<file path="src/rtl/inst_fetch.sv">
// Instruction fetch stage for the 16-bit THCO-MIPS pipeline: PC, req/ack memory reads, stall and redirect.
// Optional one-entry skid buffer enabled by defining INST_FETCH_SKID_EN.
module inst_fetch #(
  parameter logic [15:0] RESET_PC = 16'h0000,
  parameter logic [15:0] NOP_OP   = 16'h0800
) (
  input  logic        clk,
  input  logic        rst,
  input  logic        stall,
  input  logic        flush,
  input  logic [15:0] flush_pc,
  output logic        mem_req,
  output logic [15:0] mem_addr,
  input  logic        mem_ack,
  input  logic [15:0] mem_rdata,
  output logic [15:0] op,
  output logic        op_valid,
  output logic [15:0] op_pc
);

  typedef enum logic [1:0] {S_IDLE, S_FETCH, S_REDIR} state_t;

  state_t      r_state;
  logic [15:0] r_pc;
  logic [15:0] r_op;
  logic [15:0] r_op_pc;
  logic        r_op_valid;
  logic        w_req;
  logic        w_hs;

`ifdef INST_FETCH_SKID_EN
  logic        r_full;
  logic [15:0] r_buf;
  logic [15:0] r_buf_pc;

  // The request no longer depends on stall: a stalled ack lands in the buffer.
  assign w_req = (r_state == S_FETCH) && !r_full;
`else
  assign w_req = (r_state == S_FETCH) && !stall;
`endif

  assign w_hs     = w_req && mem_ack;
  assign mem_req  = w_req;
  assign mem_addr = (r_state == S_IDLE) ? 16'h0000 : r_pc;
  assign op       = r_op;
  assign op_valid = r_op_valid;
  assign op_pc    = r_op_pc;

  always_ff @(posedge clk or negedge rst) begin
    if (!rst) begin
      r_state    <= S_IDLE;
      r_pc       <= RESET_PC;
      r_op       <= NOP_OP;
      r_op_valid <= 1'b0;
      r_op_pc    <= 16'h0000;
`ifdef INST_FETCH_SKID_EN
      r_full     <= 1'b0;
`endif
    end else if (r_state == S_IDLE) begin
      if (flush) r_pc <= flush_pc;
      r_state <= S_FETCH;
    end else if (flush) begin
      // Redirect beats stall and any same-cycle ack; ack data is dropped.
      r_pc       <= flush_pc;
      r_op       <= NOP_OP;
      r_op_valid <= 1'b0;
      r_state    <= S_REDIR;
`ifdef INST_FETCH_SKID_EN
      r_full     <= 1'b0;
`endif
    end else if (r_state == S_REDIR) begin
      r_state <= S_FETCH;
`ifdef INST_FETCH_SKID_EN
    end else if (stall) begin
      if (w_hs) begin
        r_full <= 1'b1;
        r_pc   <= r_pc + 16'h0001;
      end
    end else if (r_full) begin
      r_op       <= r_buf;
      r_op_pc    <= r_buf_pc;
      r_op_valid <= 1'b1;
      r_full     <= 1'b0;
`else
    end else if (stall) begin
      r_state <= S_FETCH;
`endif
    end else if (w_hs) begin
      r_op       <= mem_rdata;
      r_op_valid <= 1'b1;
      r_op_pc    <= r_pc;
      r_pc       <= r_pc + 16'h0001;
    end else begin
      r_op       <= NOP_OP;
      r_op_valid <= 1'b0;
    end
  end

`ifdef INST_FETCH_SKID_EN
  always_ff @(posedge clk) begin
    if (stall && w_hs && !flush) begin
      r_buf    <= mem_rdata;
      r_buf_pc <= r_pc;
    end
  end
`endif

endmodule

</file>
<file path="config.mk">
export PLATFORM = sky130hd
export DESIGN_NAME = inst_fetch
export DESIGN_NICKNAME = d
export VERILOG_FILES = /design/src/rtl/inst_fetch.sv
export SDC_FILE = /design/constraint.sdc
export NUM_CORES = 1
export LEC_CHECK = 0
export ABC_AREA = 1
export CELL_PAD_IN_SITES_DETAIL_PLACEMENT = 1
export CELL_PAD_IN_SITES_GLOBAL_PLACEMENT = 1
export CORE_ASPECT_RATIO = 1.1
export CORE_MARGIN = 2
export CORE_UTILIZATION = 34
export DETAILED_ROUTE_END_ITERATION = 16
export GPL_TIMING_DRIVEN = 0
export HOLD_SLACK_MARGIN = 0.15
export PLACE_DENSITY_LB_ADDON = 0.1
export SLEW_MARGIN = 15
export SYNTH_ARGS = -nofsm -noshare
export SYNTH_HDL_FRONTEND = slang
export SYNTH_SLANG_ARGS = --single-unit
</file>
<file path="constraint.sdc">
create_clock -name clk -period 2.85 [get_ports clk]
set_input_delay 0.7125 -clock clk [delete_from_list [all_inputs] [get_ports clk]]
set_output_delay 0.7125 -clock clk [all_outputs]
set_load 0.05 [all_outputs]
</file>
==> results.yml <==
status:
  status: "complete, no violations"
clock_tree:
  cts_buffers: 5
  path_clk_slew_ns: 0.09
  h-tree-depth: 2
  cts_tree: "yes"
  cts.sinks: 51
  clock-root-buffer: "clkbuf_8"
  ctsLongestPathBuffers: 2
  clk_latency_ns: 0.31
synth:
  netlist_top_cells_area: "dfrtp_1 49%, nand2_1 16%, nor2_1 7.4%"
  syn_inst: 334
  yosys_register_bits: 51
  synth_top_cell_area_share_pct: 49.5
  synth_fp_nets: 372
  synth_warnings: 0
  post-synth-top-area-cell: "dfrtp_1"
  synthesis.area_um2: 2530
  ys_seq_area_share_pct: 50.5
  syn_area_per_cell_um2: 7.57
  ys_types: 24
power_and_ir_drop:
  p_leak_nw: 1.74
  power_mw: 2.50
  pwr_density_cell_nw_per_um2: 693
  ir_drop_mv: 0.223
detailed_routing:
  remaining_drc_errors: 0
  drtAntennaViolNets: 0
  detail_route.wl_per_cell_um: 15.3
  vias: 2544
  dr.pass1.iters: 4
  wirelength_mm: 7.84
  vias_per_cell: 4.96
  drt_iter0_drc: 102
placement:
  dp_hpwl_mm: 5.93
  gp_congestion: 0.843
  io_buffers: 86
  place_inst: 505
sta:
  slew_headroom_pct: 45.2
  post-route-period-util_pct: 94.5
  drv_slew: 0
  rsz0062_at_grt: "false"
  max_freq_ghz: 0.371
  final-setup-viol-count: 0
  period_minus_slack_ns: 2.69
  worstMarginPinSlew_ns: 0.816
  fin_skew_ns: 0.00608
  final-hold-violation-count: 0
die:
  die_w_um: 86.2
  fp.dieArea_um2: 8150
  top_level_ports: 87
  start_util_pct: 35.5
  die_h_um: 94.5
  placementRows: 32
  core_um2: 7130
worst_setup_path:
  critPathMaxFanout: 18
  start_kind: "register"
  critPathRequiredTime_ns: 2.14
  worstPathArrival_ns: 1.98
  worstSetupEndpointType: "output port"
  worstSetupPathType: "reg2out"
layout:
  nets: 465
  final_cells: 513
  syn2layout_area_growth_pct: 42.9
  register_area_um2: 1280
  final_util_pct: 50.7
  n_antenna_cell: 0
  nFillCells: 893
  layout_common_cells: "107 x nand2_1, 83 x clkdlybuf4s50_1, 50 x nor2_1, 50 x dfrtp_1, 31 x nand3_1"
  drive_above_1_share_pct: 6.54
  final_common_cell: "nand2_1"
  multi_input_area_um2: 1080
worst_hold_path:
  hold_class: "in2async"
global_route:
  grt_max_degree: 52
  antenna_found_initial: 0
  first_global_vias: 2667
  grt_pass1_wl_mm: 13.0
  overflow: 0
  grt_usage_pct: 20.3
run:
  maxCapViolations: 0
kinds of logic after synthesis:
| family | count (synthesis) | synth area share, % |
|---|---|---|
| compound gates | 43 | 9.05 |
| xor+xnor | 2 | 0.693 |
| flops | 51 | 50.5 |
| fa+ha+maj | 1 | 0.494 |
| simple gates | 198 | 32.5 |
| buf+inv | 39 | 6.78 |
flip-flops by register name (all words and copies together), names as in the netlist:
name,flops
op_valid,1
op_pc,16
op,16
r_pc,16
r_state,2
cell usage after synthesis:
cell	count
nor2_4	1
a22oi_1	1
ha_1	1
a31oi_1	1
buf_4	5
o21ai_0	15
nand4_1	5
inv_1	25
inv_2	2
o22a_1	1
xor2_1	2
nor2_2	1
dfstp_2	1
nor3_4	1
clkbuf_1	2
nand3_1	31
a21oi_1	3
o21ai_1	17
nand2_1	107
nand2_2	2
nor2_1	50
buf_2	5
dfrtp_1	50
o22ai_1	5
area by class of cell:
cell class                      count  share of cell area (%)
Multi-Input combinational cell    244                    29.9
Buffer                             11                    1.83
Clock buffer                        7                    2.66
Timing Repair Buffer               87                    24.3
Tap cell                           85                    2.94
Clock inverter                      1                   0.208
Inverter                           27                    2.80
Sequential cell                    51                    35.3
through the flow:
| stage | instance area, µm² | TNS [ns] | hold WS, ns | worst slack, ns |
|---|---|---|---|---|
| final | 3620 | 0 | 0.421 | 0.156 |
| after global routing | 3620 | 0 | 0.474 | 0.0571 |
| after CTS | 3590 | 0 | 0.463 | 0.0433 |
| after detailed placement | 3490 | -0.104 | 0.458 | -0.104 |
| after global placement | 3500 | -30.12 | 0.453 | -0.602 |
| after floorplan | 2530 | 0 | 0.417 | 0.605 |
per-layer routing:
metal / track usage, % / share of wire (%) / vias to the layer above
met5: 0 / 0 / -
met4: 4.30 / 1.0 / 0
met3: 3.50 / 4.0 / 6
met2: 36.9 / 51 / 58
met1: 25.2 / 44 / 1232
li1: - / - / 1248
worst paths after layout:
check | end | startpoint | cells after the start | slack (ns)
setup reg to reg | r_pc[8] | r_pc[1] | 7 | 1.00
hold / removal | r_state[1] | rst | 1 | 0.42
min in group clk | op[2] | op[2] | 2 | 0.48
hold reg to reg | op[2] | op[2] | 2 | 0.48
setup / recovery | mem_addr[15] | r_state[1] | 5 | 0.16
max in group asynchronous | op_pc[15] | rst | 1 | 1.97
what timing repair did:
action | 4_1_cts | 5_1_grt
hold buffers | 0 | 0
pin swaps | 0 | 1
resized for setup | 1 | 1
endpoints found under the setup margin | 11 | 15
buffers inserted | 0 | 1
critical path: stages (launching register included):
cell	delay, ns
dfrtp_1	0.33
buf_2	0.19
nor2_4	0.05
buf_12	0.15
nor2_1	0.12
clkdlybuf4s50_1	0.82
power by group:
part	leakage, nW	switching (mW)	internal, mW
logic	1.04	0.740	0.359
registers	0.647	0.0878	0.842
clock network	0.0505	0.255	0.222
Note: power is estimated with default switching activity, not from simulation.
